File: config.mk
export PLATFORM = sky130hd
export DESIGN_NAME = pll_div_bank
export DESIGN_NICKNAME = d
export VERILOG_FILES = /design/src/rtl/pll_div_bank.sv
export SDC_FILE = /design/constraint.sdc
export NUM_CORES = 1
export LEC_CHECK = 0
export ABC_AREA = 1
export CORE_ASPECT_RATIO = 0.7
export CORE_MARGIN = 2
export CORE_UTILIZATION = 45
export CTS_CLUSTER_DIAMETER = 60
export DETAILED_ROUTE_END_ITERATION = 12
export GPL_ROUTABILITY_DRIVEN = 0
export SYNTH_ARGS = -nofsm -noshare
export SYNTH_HDL_FRONTEND = slang
export SYNTH_SLANG_ARGS = --single-unit
File: constraint.sdc
create_clock -name inclk0 -period 5.34 [get_ports inclk0]
set_input_delay 1.068 -clock inclk0 [delete_from_list [all_inputs] [get_ports inclk0]]
set_output_delay 1.068 -clock inclk0 [all_outputs]
set_load 0.01 [all_outputs]
File: src/rtl/pll_div_bank.sv
// rtl/pll_div_bank.sv - clock-divider bank with runtime ratio/phase reprogramming and lock detect
// Optional macro CLKEN_OUT_EN adds per-channel clock-enable pulses on port ce.
module pll_div_bank #(
  parameter int NUM_CH      = 3,
  parameter int CNT_W       = 16,
  parameter int DEF_DIV     = 2,
  parameter int DEF_PHASE   = 0,
  parameter int LOCK_CYCLES = 1000,
  localparam int CH_W = (NUM_CH > 1) ? $clog2(NUM_CH) : 1,
  localparam int LC_W = $clog2(LOCK_CYCLES + 1)
) (
  input  logic              inclk0,
  input  logic              areset,
  input  logic              cfg_valid,
  output logic              cfg_ready,
  input  logic [CH_W-1:0]   cfg_ch,
  input  logic [CNT_W-1:0]  cfg_div,
  input  logic [CNT_W-1:0]  cfg_phase,
  output logic              cfg_err,
  output logic [NUM_CH-1:0] c,
`ifdef CLKEN_OUT_EN
  output logic [NUM_CH-1:0] ce,
`endif
  output logic              locked
);

  logic [CNT_W-1:0] div_q [NUM_CH];
  logic [CNT_W-1:0] div_d [NUM_CH];
  logic [CNT_W-1:0] cnt_q [NUM_CH];
  logic [CNT_W-1:0] cnt_d [NUM_CH];
  logic [CNT_W-1:0] cnt_nxt [NUM_CH];
  logic [NUM_CH-1:0] c_q, c_d, wrap, hit;
  logic [LC_W-1:0]  lock_cnt_q;
  logic             locked_q, areset_q, err_q;
  logic             pend_q;
  logic [CH_W-1:0]  pend_ch_q;
  logic [CNT_W-1:0] pend_div_q, pend_phase_q;
  logic             accept, bad, apply;

  assign cfg_ready = !areset_q && !pend_q;
  assign cfg_err   = err_q;
  assign c         = c_q;
  assign locked    = locked_q;

  // A pending update replaces the wrap of its channel, so every period completes before the switch.
  always_comb begin
    accept = cfg_valid && cfg_ready;
    bad    = (int'(cfg_ch) >= NUM_CH) || (cfg_div < CNT_W'(2)) || (cfg_phase >= cfg_div);
    apply  = 1'b0;
    wrap   = '0;
    hit    = '0;
    c_d    = '0;
    for (int i = 0; i < NUM_CH; i++) begin
      wrap[i]    = (cnt_q[i] == div_q[i] - CNT_W'(1));
      hit[i]     = pend_q && (int'(pend_ch_q) == i) && wrap[i];
      cnt_nxt[i] = wrap[i] ? '0 : cnt_q[i] + CNT_W'(1);
      if (hit[i]) begin
        div_d[i] = pend_div_q;
        cnt_d[i] = pend_phase_q;
        c_d[i]   = (pend_phase_q < (pend_div_q >> 1));
      end else begin
        div_d[i] = div_q[i];
        cnt_d[i] = cnt_nxt[i];
        c_d[i]   = (cnt_nxt[i] < (div_q[i] >> 1));
      end
      apply = apply | hit[i];
    end
  end

  always_ff @(posedge inclk0) begin
    if (areset) begin
      for (int i = 0; i < NUM_CH; i++) begin
        div_q[i] <= CNT_W'(DEF_DIV);
        cnt_q[i] <= CNT_W'(DEF_PHASE);
      end
      c_q          <= '0;
      lock_cnt_q   <= '0;
      locked_q     <= 1'b0;
      areset_q     <= 1'b1;
      err_q        <= 1'b0;
      pend_q       <= 1'b0;
      pend_ch_q    <= '0;
      pend_div_q   <= '0;
      pend_phase_q <= '0;
    end else begin
      for (int i = 0; i < NUM_CH; i++) begin
        div_q[i] <= div_d[i];
        cnt_q[i] <= cnt_d[i];
      end
      c_q      <= c_d;
      areset_q <= 1'b0;
      err_q    <= accept && bad;
      if (accept && !bad) begin
        pend_q       <= 1'b1;
        pend_ch_q    <= cfg_ch;
        pend_div_q   <= cfg_div;
        pend_phase_q <= cfg_phase;
      end else if (apply) begin
        pend_q <= 1'b0;
      end
      if (apply) begin
        lock_cnt_q <= '0;
        locked_q   <= 1'b0;
      end else begin
        if (lock_cnt_q < LC_W'(LOCK_CYCLES)) lock_cnt_q <= lock_cnt_q + LC_W'(1);
        locked_q <= (lock_cnt_q == LC_W'(LOCK_CYCLES));
      end
    end
  end

`ifdef CLKEN_OUT_EN
  logic [NUM_CH-1:0] ce_q;
  assign ce = ce_q;

  always_ff @(posedge inclk0) begin
    if (areset) ce_q <= '0;
    else        ce_q <= wrap | hit;
  end
`endif

endmodule

==> reports/summary.log, run 1 <==
qor: synth.dominant_combinational_cell_family_by_area_after_synthesis simple AND/OR/NAND/NOR gates
qor: setup_path.critical_path_peak_fanout 27
qor: pwr.vdd.ir_drop.worst 0.237 mV
qor: synth.synth_edf_count 0
qor: floorplanning.chipHeight 129 um
qor: pwr.power_frac_seq 38.2%
qor: placed_design.port-buffer-count 42
qor: cells_and_area.filler_cell_count 2201
qor: timing.setup_viol 0
qor: cells_and_area.area_growth 12.2%
qor: timing.timing.fmax 0.256 GHz
qor: setup_path.worst-endpoint-required 5.64 ns
qor: synth.synth-adder-area-share 9.95%
qor: clock_tree.cts-root-buf sky130_fd_sc_hd__clkbuf_16
qor: setup_path.startpoint cfg_div[15]
qor: cells_and_area.n_antenna_cell 0
qor: global_routing.grt_max_degree 54
qor: synth.yosys.area.top_type_share 29.3%
qor: timing.finalMaxSlewViolations 0
qor: clock_tree.clock_latency 0.44 ns
qor: pwr.power.leakage 5.16 nW
qor: routing.wire_per_inst 16.1 um
qor: synth.synthDistinctLibCells 45
qor: synth.post_synth_instance_area 10100 um^2
qor: synth.synth.mux.area_fraction 0%
qor: run_status.outcome complete, no violations
qor: timing.worst_slew_margin_rel 38.5%
qor: clock_tree.cts_hold_buf 0
qor: global_routing.initial_antenna_violation_count 0
qor: clock_tree.cts_tree built
qor: routing.dr_total_vias 9673
qor: floorplanning.total_number_of_placement_rows 45
qor: setup_path.crit-reg2reg-launch div_q[0][16]
qor: synth.syn-mean-instance-area 6.61 um^2
qor: routing.drt_iter0_markers 830
qor: run.drv_cap 0
qor: placed_design.place.detailed.hpwl 23500 um
qor: routing.first_pass_iteration_count_of_the_detailed_router 6
qor: timing.final.setup.worst_slack 1.43 ns
qor: global_routing.first_global_vias 8897
qor: timing.worstMarginPinSlew 0.920 ns
qor: global_routing.grt_overflow_total 0
qor: timing.setup-tns-final 0 ns
qor: clock_tree.clkSlewWorstSetupHoldPaths 0.06 ns
qor: pwr.switching_share 33.4%
qor: setup_path.worstSetupEndpointType flop
qor: routing.detail_route.wirelength 29700 um
qor: synth.synth_largest_area_cell sky130_fd_sc_hd__dfxtp_1
qor: cells_and_area.mostFrequentLayoutCells sky130_fd_sc_hd__nand2_1 (316), sky130_fd_sc_hd__inv_1 (232), sky130_fd_sc_hd__nor2_1 (160), sky130_fd_sc_hd__a21oi_1 (151), sky130_fd_sc_hd__dfxtp_1 (147)
qor: cells_and_area.area.sequential 2940 um^2
qor: routing.detail_route.drc_violations 0
qor: pwr.clockPowerShare 37.6%
qor: clock_tree.cts_made_buffers 17
qor: cells_and_area.layout_commonest_cell sky130_fd_sc_hd__nand2_1
qor: cells_and_area.final_layout_size_suffix_gt1_share 5.24%
qor: routing.post_drt_via_cell_ratio 5.23
qor: floorplanning.die_width 183 um
qor: synth.synth-seq-cells 147
qor: synth.post_synth_and_or_nand_nor_area_fraction 30.7%
qor: floorplanning.die_area 23600 um^2
qor: timing.report.final.hold_viol_count 0
qor: floorplanning.design.core.area 21800 um^2
qor: synth.synthArstFlopShare 0%
qor: routing.number_of_antenna_violating_nets_in_the_routed_design 0
qor: synth.syn-instance-count 1522
qor: floorplanning.initial_core_util 46.2%
qor: setup_path.timing.critical_path.arrival 4.21 ns
qor: synth.synth.area.top_cells sky130_fd_sc_hd__dfxtp_1 (29%), sky130_fd_sc_hd__nand2_1 (12%), sky130_fd_sc_hd__ha_1 (10%)
qor: setup_path.timing_worst_setup_path_type in -> reg
qor: min_path.worstHoldStart lock_cnt_q[4]
qor: pwr.pwrdens 287 nW/um^2
qor: global_routing.groute.usage.overall 25.9%
qor: clock_tree.clock_sinks 147
qor: pwr.power.net_switching 1.08 mW
qor: synth.synth-compound-area-share 14.0%
qor: timing.final.setup_skew 0.0118 ns
qor: clock_tree.clockBufferDepth 2
qor: synth.synth_warnings 0
qor: cells_and_area.final_net_count 1670
qor: synth.mappedNetlistNets 1639
qor: placed_design.place_worst_setup_slack 1.01 ns
qor: cells_and_area.multiInputGateArea 6030 um^2
qor: setup_path.startpoint_type input pin
qor: clock_tree.post_cts_resized 0
qor: global_routing.grt_pass1_wl 47300 um
qor: synth.ys_seq_area_share 29.3%
qor: cells_and_area.finish.utilization 51.8%
qor: min_path.hold_path_class reg -> reg
qor: synth.post_synth_xor_area_fraction 5.31%
qor: timing.period_share 73.2%
qor: synth.most_used_dff_post_synth sky130_fd_sc_hd__dfxtp_1
qor: pwr.cellInternalPower 2.16 mW
qor: pwr.power.share.combinational 24.2%
qor: clock_tree.htree_num_levels 4
qor: timing.grt_setup_unrepaired false
qor: clock_tree.post-cts-setup-buffer-count 0
qor: timing.final.min_clock_period 3.91 ns
qor: floorplanning.io-pin-count 43
## power by group through the flow
stage                     logic (mW)  registers [mW]  clock network [mW]
after global routing           0.900            1.25                1.28
after CTS                      0.780            1.24                1.23
after floorplan                0.542            1.23                   0
after global placement         0.768            1.26                   0
after detailed placement       0.773            1.26                   0
final                          0.785            1.24                1.22
## worst paths after layout
kind,cells after the start,slack (ns),to
setup reg to reg,19,1.63,c[1]
hold reg to reg,2,0.48,lock_cnt_q[4]
hold / removal,2,0.48,lock_cnt_q[4]
setup / recovery,14,1.43,pend_phase_q[0]
## synth_stat cells (2+ instances only)
| library cell | n |
|---|---|
| sky130_fd_sc_hd__nand2_1 | 316 |
| sky130_fd_sc_hd__inv_1 | 233 |
| sky130_fd_sc_hd__nor2_1 | 160 |
| sky130_fd_sc_hd__a21oi_1 | 151 |
| sky130_fd_sc_hd__dfxtp_1 | 147 |
| sky130_fd_sc_hd__o21ai_0 | 98 |
| sky130_fd_sc_hd__nand3_1 | 96 |
| sky130_fd_sc_hd__ha_1 | 80 |
| sky130_fd_sc_hd__xor2_1 | 38 |
| sky130_fd_sc_hd__clkbuf_1 | 28 |
| sky130_fd_sc_hd__nand4_1 | 27 |
| sky130_fd_sc_hd__xnor2_1 | 23 |
| sky130_fd_sc_hd__nand3b_1 | 22 |
| sky130_fd_sc_hd__nor3_1 | 19 |
| sky130_fd_sc_hd__nor2_2 | 12 |
| sky130_fd_sc_hd__inv_2 | 7 |
| sky130_fd_sc_hd__a211oi_1 | 6 |
| sky130_fd_sc_hd__nor2_4 | 5 |
| sky130_fd_sc_hd__o211ai_1 | 5 |
| sky130_fd_sc_hd__o21ai_1 | 5 |
| sky130_fd_sc_hd__or2_2 | 4 |
| sky130_fd_sc_hd__buf_6 | 3 |
| sky130_fd_sc_hd__nand2_2 | 3 |
| sky130_fd_sc_hd__nand3_2 | 3 |
| sky130_fd_sc_hd__nand3_4 | 3 |
| sky130_fd_sc_hd__nor3b_1 | 3 |
| sky130_fd_sc_hd__buf_2 | 2 |
| sky130_fd_sc_hd__buf_4 | 2 |
| sky130_fd_sc_hd__nand2_4 | 2 |
| sky130_fd_sc_hd__nor2_8 | 2 |
| sky130_fd_sc_hd__nor4_1 | 2 |
| sky130_fd_sc_hd__o21a_1 | 2 |
## layout make-up
type                       instances  share of cell area [%]
inverter                         243                    8.12
timing repair buffer              48                    4.08
multi-input combinational       1096                    53.4
clock buffer                      21                    4.08
tap                              282                    3.13
clock inverter                    11                    1.13
sequential                       147                    26.1
## flip-flops by register name (all words and copies together), names as in the netlist
register,cells
cnt_q,48
div_q,48
pend_div_q,16
pend_phase_q,16
lock_cnt_q,10
c,3
pend_ch_q,2
areset_q,1
cfg_err,1
locked,1
pend_q,1
## metal layers
| metal | share of wire, % | up-vias | global-route usage (%) |
|---|---|---|---|
| li1 | - | 4995 | - |
| met2 | 39 | 301 | 36.7 |
| met5 | 0 | - | 0 |
| met1 | 53 | 4347 | 39.9 |
| met4 | 1.4 | 0 | 5.93 |
| met3 | 7.1 | 30 | 5.09 |
## per-stage QoR
| stage | hold WS, ns | power (mW) | std cells | cell area, um^2 |
|---|---|---|---|---|
| after global placement | 0.469 | 2.03 | 1816 | 10700 |
| after global routing | 0.521 | 3.43 | 1848 | 11300 |
| after detailed placement | 0.477 | 2.03 | 1816 | 10700 |
| after floorplan | 0.446 | 1.77 | 1522 | 10100 |
| final | 0.483 | 3.24 | 1848 | 11300 |
| after CTS | 0.484 | 3.25 | 1848 | 11300 |
## worst max-delay path: stages
cell                              delay, ns
sky130_fd_sc_hd__clkdlybuf4s50_1       0.47
sky130_fd_sc_hd__inv_1                 0.06
sky130_fd_sc_hd__ha_1                  0.29
sky130_fd_sc_hd__nand2_1               0.05
sky130_fd_sc_hd__inv_1                 0.06
sky130_fd_sc_hd__nand3_1               0.09
sky130_fd_sc_hd__nor3_1                0.22
sky130_fd_sc_hd__nand2_1               0.08
sky130_fd_sc_hd__nand3_1               0.10
sky130_fd_sc_hd__a211oi_1              0.06
sky130_fd_sc_hd__nand2_1               0.59
sky130_fd_sc_hd__clkinv_1              0.67
sky130_fd_sc_hd__o21ai_0               0.33
sky130_fd_sc_hd__a21oi_1               0.06
## logic make-up (layout without fill, tap and decap cells)
kind of cell             count (synthesis)  count (layout)
AO/OA/AOI/OAI                          272             272
AND/OR/NAND/NOR                        683             683
adder cells (fa/ha/maj)                 80              80
flip-flops                             147             147
XOR/XNOR                                61              61
buffers and inverters                  279             323
No activity file was read; power rests on OpenSTA's default activity.
==> run 2: changes to the inputs <==
==> constraint.sdc (replaced) <==
create_clock -name inclk0 -period 3.65 [get_ports inclk0]
set_input_delay 0.73 -clock inclk0 [delete_from_list [all_inputs] [get_ports inclk0]]
set_output_delay 0.73 -clock inclk0 [all_outputs]
set_load 0.01 [all_outputs]
==> run 2 against run 1 <==
  * Sequential power is 46% higher
  * Flip-flop and latch count stayed put
  * Critical path depth is 8 higher
  * Critical endpoint is now c[0]
  * Combinational power is 49% higher
  * Wire length is 0.46% lower
  * Via count is 0.33% higher
  * Clock skew is 0.0031 ns lower
  * Utilization is 0.22 points higher
==> reports/summary.log, run 2 (synthesized netlist as in run 1, its figures left out) <==
qor: routing.detail_route.wirelength 29500 um [-0.46%]
qor: run_status.outcome complete, no violations
qor: pwr.vdd.ir_drop.worst 0.318 mV [+34%]
qor: clock_tree.clock_latency 0.43 ns [about the same]
qor: clock_tree.clkSlewWorstSetupHoldPaths 0.06 ns [about the same]
qor: min_path.worst_hold_path.num_cells 2 [unchanged]
qor: cells_and_area.final_net_count 1675 [+0.30%]
qor: floorplanning.total_number_of_placement_rows 45 [unchanged]
qor: setup_path.timing.critical_path.arrival 3.60 ns [-0.61 ns]
qor: pwr.pwrdens 419 nW/um^2 [+46%]
qor: routing.first_pass_iteration_count_of_the_detailed_router 7 [+1]
qor: clock_tree.clockBufferDepth 2 [unchanged]
qor: setup_path.worst-endpoint-required 4.01 ns [-1.63 ns]
qor: clock_tree.post-cts-setup-buffer-count 0 [unchanged]
qor: timing.report.final.hold_viol_count 0 [unchanged]
qor: timing.final.min_clock_period 3.25 ns
qor: pwr.power.leakage 5.19 nW [+0.55%]
qor: clock_tree.cts_made_buffers 17 [unchanged]
qor: setup_path.startpoint_type flop
qor: timing.period_share 89.0%
qor: cells_and_area.layout_top_registers cnt_q (48), div_q (48)
qor: clock_tree.post_cts_resized 0 [unchanged]
qor: global_routing.grt_pass1_wl 46700 um [-1.1%]
qor: setup_path.rr_worst_depth 22 [+3]
qor: placed_design.place.detailed.hpwl 23600 um [+0.38%]
qor: global_routing.groute.usage.overall 25.6% [-0.33 points]
qor: floorplanning.design.core.area 21800 um^2 [unchanged]
qor: clock_tree.cts_tree built
qor: floorplanning.die_width 183 um [unchanged]
qor: global_routing.initial_antenna_violation_count 1 [+1]
qor: clock_tree.htree_num_levels 4 [unchanged]
qor: cells_and_area.n_antenna_cell 0 [unchanged]
qor: cells_and_area.mostFrequentLayoutCells sky130_fd_sc_hd__nand2_1 (316), sky130_fd_sc_hd__inv_1 (232), sky130_fd_sc_hd__nor2_1 (160), sky130_fd_sc_hd__a21oi_1 (151), sky130_fd_sc_hd__dfxtp_1 (147)
qor: global_routing.grt_max_degree 57 [+5.6%]
qor: cells_and_area.area_growth 12.7%
qor: placed_design.port-buffer-count 42 [unchanged]
qor: clock_tree.cts-root-buf sky130_fd_sc_hd__clkbuf_16
qor: setup_path.timing_worst_setup_path_type reg -> reg
qor: timing.final.setup.worst_slack 0.403 ns [-1.03 ns]
qor: routing.number_of_antenna_violating_nets_in_the_routed_design 0 [unchanged]
qor: floorplanning.die_area 23600 um^2 [unchanged]
qor: timing.finalHoldWorstSlack 0.492 ns [+0.00839 ns]
qor: timing.worst_slew_margin_rel 46.0% [+7.5 points]
qor: timing.setup_viol 0 [unchanged]
qor: floorplanning.chipHeight 129 um [unchanged]
qor: setup_path.critical_path_peak_fanout 11 [-59%]
qor: global_routing.first_global_vias 8752 [-1.6%]
qor: clock_tree.clock_sinks 147 [unchanged]
qor: timing.setup-tns-final 0 ns [unchanged]
qor: timing.timing.fmax 0.308 GHz
qor: routing.detail_route.drc_violations 0 [unchanged]
qor: global_routing.grt_overflow_total 0 [unchanged]
qor: cells_and_area.finish.utilization 52.0% [+0.22 points]
qor: routing.dr_total_vias 9705 [+0.33%]
qor: routing.drt_iter0_markers 789 [-4.9%]
qor: setup_path.worstSetupEndpointType flop
qor: routing.wire_per_inst 15.9 um [-0.72%]
qor: timing.final.setup_skew 0.00871 ns [-0.00310 ns]
qor: clock_tree.cts_hold_buf 0 [unchanged]
qor: timing.worstMarginPinSlew 0.810 ns [-0.111 ns]
qor: floorplanning.initial_core_util 46.2% [unchanged]
qor: floorplanning.io-pin-count 43 [unchanged]
qor: min_path.hold_path_class reg -> reg
qor: timing.grt_setup_unrepaired false
qor: pwr.overall_power_consumption 4.75 mW [+46%]
qor: routing.post_drt_via_cell_ratio 5.24 [about the same]
qor: timing.finalMaxSlewViolations 0 [unchanged]
qor: cells_and_area.final_layout_size_suffix_gt1_share 5.67% [+0.43 points]
qor: placed_design.place_worst_setup_slack 0.301 ns [-0.710 ns]
qor: cells_and_area.filler_cell_count 2217 [+0.73%]
qor: cells_and_area.layout_commonest_cell sky130_fd_sc_hd__nand2_1
qor: run.drv_cap 0 [unchanged]
-- run 2: worst max-delay path: stages (launching register included) --
cell and delay (ns):
sky130_fd_sc_hd__dfxtp_1 0.32, sky130_fd_sc_hd__inv_1 0.17, sky130_fd_sc_hd__ha_1 0.27, sky130_fd_sc_hd__nand2_1 0.13, sky130_fd_sc_hd__nor2_2 0.15, sky130_fd_sc_hd__nand3_1 0.09
sky130_fd_sc_hd__nand2_1 0.10, sky130_fd_sc_hd__nand2_1 0.06, sky130_fd_sc_hd__nor2_1 0.15, sky130_fd_sc_hd__nand2_1 0.06, sky130_fd_sc_hd__nor2_1 0.08, sky130_fd_sc_hd__nand3_1 0.08
sky130_fd_sc_hd__buf_4 0.20, sky130_fd_sc_hd__inv_1 0.19, sky130_fd_sc_hd__nor2_1 0.10, sky130_fd_sc_hd__ha_1 0.30, sky130_fd_sc_hd__nand2_1 0.10, sky130_fd_sc_hd__nor2_1 0.05
sky130_fd_sc_hd__a211oi_1 0.17, sky130_fd_sc_hd__nor2_1 0.07, sky130_fd_sc_hd__nor2_1 0.16, sky130_fd_sc_hd__nand2_1 0.07, sky130_fd_sc_hd__a21oi_1 0.11
-- run 2: final timing paths --
check	startpoint	end	slack, ns
worst max-delay path	div_q[0][0]	c[0]	0.40
worst min-delay path	lock_cnt_q[4]	lock_cnt_q[4]	0.49
worst max register to register	div_q[0][0]	c[0]	0.40
worst min register to register	lock_cnt_q[4]	lock_cnt_q[4]	0.49
-- run 2: final cells by class --
cell class / instances / area (um^2) / share of cell area, %
multi-input cells: 1096 / 6030 / 53.2
clock inverters: 12 / 128 / 1.13
inverters: 243 / 916 / 8.08
flip-flops and latches: 147 / 2940 / 26.0
repair buffers: 53 / 498 / 4.39
clock buffers: 20 / 467 / 4.12
well taps: 282 / 353 / 3.11
-- run 2: power by group --
| part | internal, mW | switching, mW |
|---|---|---|
| clock network | 1.06 | 0.709 |
| logic | 0.430 | 0.740 |
| registers | 1.69 | 0.119 |
| total | 3.18 | 1.57 |
-- run 2: routing by layer --
| metal | global-route usage (%) | share of wire (%) | up-vias |
|---|---|---|---|
| met5 | 0 | 0.041 | - |
| met3 | 5.00 | 7.0 | 31 |
| met1 | 39.9 | 53 | 4420 |
| met4 | 5.74 | 1.3 | 2 |
| met2 | 35.6 | 38 | 267 |
| li1 | - | - | 4985 |
-- run 2: metrics by stage --
step	instances	cell area [um^2]
after detailed placement	1821	10700
after floorplan	1522	10100
final	1853	11300
after global routing	1853	11300
after CTS	1853	11300
after global placement	1821	10700
==> run 3: changes to the inputs <==
--- a/config.mk
+++ b/config.mk
@@ -9,6 +9,7 @@
 export CORE_ASPECT_RATIO = 0.7
 export CORE_MARGIN = 2
 export CORE_UTILIZATION = 45
+export CTS_BUF_LIST = sky130_fd_sc_hd__clkbuf_4 sky130_fd_sc_hd__clkbuf_8
 export CTS_CLUSTER_DIAMETER = 60
 export DETAILED_ROUTE_END_ITERATION = 12
 export GPL_ROUTABILITY_DRIVEN = 0
==> run 3 against run 2 <==
  * Critical path depth is 3 lower
  * Clock-buffer cell count stayed put
  * Total power is 9.8% lower
  * Sequential power hardly changed
  * Maximum frequency hardly changed
  * Worst setup slack worse by 0.0026 ns
  * Combinational power hardly changed
  * Global-route usage is 0.13 points lower
  * Largest cell class unchanged
  * Largest power group unchanged
  * Flip-flop and latch count stayed put
  * Register-to-register slack hardly changed
==> reports/summary.log, run 3 (synthesized netlist as in run 1, its figures left out) <==
qor: run_status.outcome complete, no violations
qor: timing.worst_slew_margin_rel 46.2% [+0.18 points]
qor: timing.timing.fmax 0.308 GHz [about the same]
qor: placed_design.place_worst_setup_slack 0.301 ns [unchanged]
qor: setup_path.startpoint_type flop
qor: cells_and_area.cell_area_after_layout 11100 um^2 [-1.7%]
qor: setup_path.rr_worst_depth 19 [-14%]
qor: placed_design.post_dp_cell_area 10700 um^2 [unchanged]
qor: timing.final.setup.worst_slack 0.401 ns [-0.00264 ns]
qor: clock_tree.cts_made_buffers 17 [unchanged]
qor: placed_design.port-buffer-count 42 [unchanged]
qor: timing.final.min_clock_period 3.25 ns [+0.00264 ns]
qor: global_routing.groute.usage.overall 25.4% [-0.13 points]
qor: routing.wire_per_inst 15.9 um [-0.35%]
qor: routing.post_drt_via_cell_ratio 5.23 [about the same]
qor: global_routing.initial_antenna_violation_count 0 [-1]
qor: setup_path.timing.critical_path.arrival 3.62 ns [+0.02 ns]
qor: pwr.pwrdens 385 nW/um^2 [-8.2%]
qor: routing.first_pass_iteration_count_of_the_detailed_router 6 [-1]
qor: timing.finalHoldWorstSlack 0.495 ns [+0.00350 ns]
qor: cells_and_area.layout_commonest_cell sky130_fd_sc_hd__nand2_1
qor: timing.grt_setup_unrepaired false
qor: floorplanning.design.core.area 21800 um^2 [unchanged]
qor: clock_tree.cts_tree built
qor: timing.period_share 89.0% [about the same]
qor: timing.worstMarginPinSlew 0.807 ns [-0.00265 ns]
qor: cells_and_area.final_net_count 1675 [unchanged]
qor: setup_path.worst-endpoint-required 4.02 ns [about the same]
qor: global_routing.first_global_vias 8727 [-0.29%]
qor: clock_tree.post-cts-setup-buffer-count 0 [unchanged]
qor: floorplanning.initial_core_util 46.2% [unchanged]
qor: pwr.vdd.ir_drop.worst 0.239 mV [-25%]
qor: routing.drt_iter0_markers 755 [-4.3%]
qor: global_routing.grt_pass1_wl 46500 um [-0.40%]
qor: clock_tree.clockBufferDepth 2 [unchanged]
qor: pwr.power.leakage 5.10 nW [-1.7%]
qor: floorplanning.die_area 23600 um^2 [unchanged]
qor: timing.report.final.hold_viol_count 0 [unchanged]
qor: run.drv_cap 0 [unchanged]
qor: clock_tree.clock_sinks 147 [unchanged]
qor: routing.detail_route.drc_violations 0 [unchanged]
qor: timing.setup_viol 0 [unchanged]
qor: setup_path.worstSetupEndpointType flop
qor: cells_and_area.final_layout_size_suffix_gt1_share 5.67% [unchanged]
qor: cells_and_area.mostFrequentLayoutCells sky130_fd_sc_hd__nand2_1 (316), sky130_fd_sc_hd__inv_1 (232), sky130_fd_sc_hd__nor2_1 (160), sky130_fd_sc_hd__a21oi_1 (151), sky130_fd_sc_hd__dfxtp_1 (147)
qor: floorplanning.io-pin-count 43 [unchanged]
qor: clock_tree.clkSlewWorstSetupHoldPaths 0.08 ns [+0.02 ns]
qor: setup_path.critical_path_peak_fanout 5 [-6]
qor: clock_tree.htree_num_levels 4 [unchanged]
qor: placed_design.place.detailed.hpwl 23600 um [unchanged]
qor: routing.detail_route.wirelength 29400 um [-0.35%]
qor: timing.setup-tns-final 0 ns [unchanged]
qor: global_routing.grt_max_degree 57 [unchanged]
qor: cells_and_area.n_antenna_cell 0 [unchanged]
qor: routing.number_of_antenna_violating_nets_in_the_routed_design 0 [unchanged]
qor: floorplanning.die_width 183 um [unchanged]
qor: setup_path.timing_worst_setup_path_type reg -> reg
qor: floorplanning.total_number_of_placement_rows 45 [unchanged]
qor: clock_tree.clock_latency 0.47 ns [+0.04 ns]
qor: cells_and_area.area_growth 10.8%
qor: cells_and_area.layout_top_registers cnt_q (48), div_q (48)
qor: floorplanning.chipHeight 129 um [unchanged]
qor: global_routing.grt_overflow_total 0 [unchanged]
qor: timing.finalMaxSlewViolations 0 [unchanged]
qor: routing.dr_total_vias 9697 [-0.082%]
qor: min_path.worst_hold_path.num_cells 2 [unchanged]
qor: cells_and_area.finish.utilization 51.1% [-0.88 points]
qor: min_path.hold_path_class reg -> reg
qor: timing.final.setup_skew 0.0146 ns [+0.00592 ns]
qor: clock_tree.cts-root-buf sky130_fd_sc_hd__clkbuf_8
-- run 3: worst paths after layout --
path / startpoint / end / slack [ns]
min reg2reg: lock_cnt_q[4] / lock_cnt_q[4] / 0.50
max: div_q[0][16] / c[1] / 0.40
min: lock_cnt_q[4] / lock_cnt_q[4] / 0.50
max reg2reg: div_q[0][16] / c[1] / 0.40
-- run 3: critical path, cell delays in order, from the launching register on --
cell	delay, ns
sky130_fd_sc_hd__dfxtp_1	0.32
sky130_fd_sc_hd__inv_1	0.18
sky130_fd_sc_hd__ha_1	0.26
sky130_fd_sc_hd__nand2_1	0.13
sky130_fd_sc_hd__nor2_1	0.17
sky130_fd_sc_hd__nand3_1	0.11
sky130_fd_sc_hd__nand3_1	0.13
sky130_fd_sc_hd__nand4_1	0.10
sky130_fd_sc_hd__nor3_1	0.18
sky130_fd_sc_hd__nor3b_1	0.21
sky130_fd_sc_hd__buf_4	0.19
sky130_fd_sc_hd__nor2_1	0.07
sky130_fd_sc_hd__ha_1	0.29
sky130_fd_sc_hd__a21oi_1	0.15
sky130_fd_sc_hd__nor2_1	0.06
sky130_fd_sc_hd__a211oi_1	0.16
sky130_fd_sc_hd__nand2_1	0.09
sky130_fd_sc_hd__nand2_1	0.06
sky130_fd_sc_hd__nand2_1	0.05
sky130_fd_sc_hd__a21oi_1	0.21
-- run 3: power by group --
| part | total, mW | switching, mW | internal [mW] | leakage, nW |
|---|---|---|---|---|
| Clock | 1.32 | 0.660 | 0.660 | 0.197 |
| Sequential | 1.81 | 0.118 | 1.69 | 1.19 |
| Combinational | 1.16 | 0.728 | 0.430 | 3.71 |
-- run 3: layer usage --
layer	wire (um)	part of all wire [%]	track usage, %	up-vias
met1	15700	53	39.6	4396
li1	-	-	-	4983
met4	423	1.4	5.31	0
met2	11100	38	35.3	289
met3	2200	7.5	5.59	29
met5	0	0	0	-
-- run 3: layout make-up --
cell class | count | area (um^2)
Inverter | 243 | 916
Timing Repair Buffer | 53 | 498
Tap cell | 282 | 353
Fill cell | 2251 | 10600
Sequential cell | 147 | 2940
Clock inverter | 12 | 128
Multi-Input combinational cell | 1096 | 6030
Clock buffer | 20 | 275
-- run 3: metrics by stage --
stage | power, mW | instances
after floorplan | 2.59 | 1522
after global placement | 2.97 | 1821
after detailed placement | 2.98 | 1821
after CTS | 4.30 | 1853
after global routing | 4.54 | 1853
final | 4.29 | 1853
-- run 3: repair_timing --
item | CTS | global route
resized for setup | 0 | 1
endpoints found under the setup margin | 0 | 1
hold buffers | 0 | 0
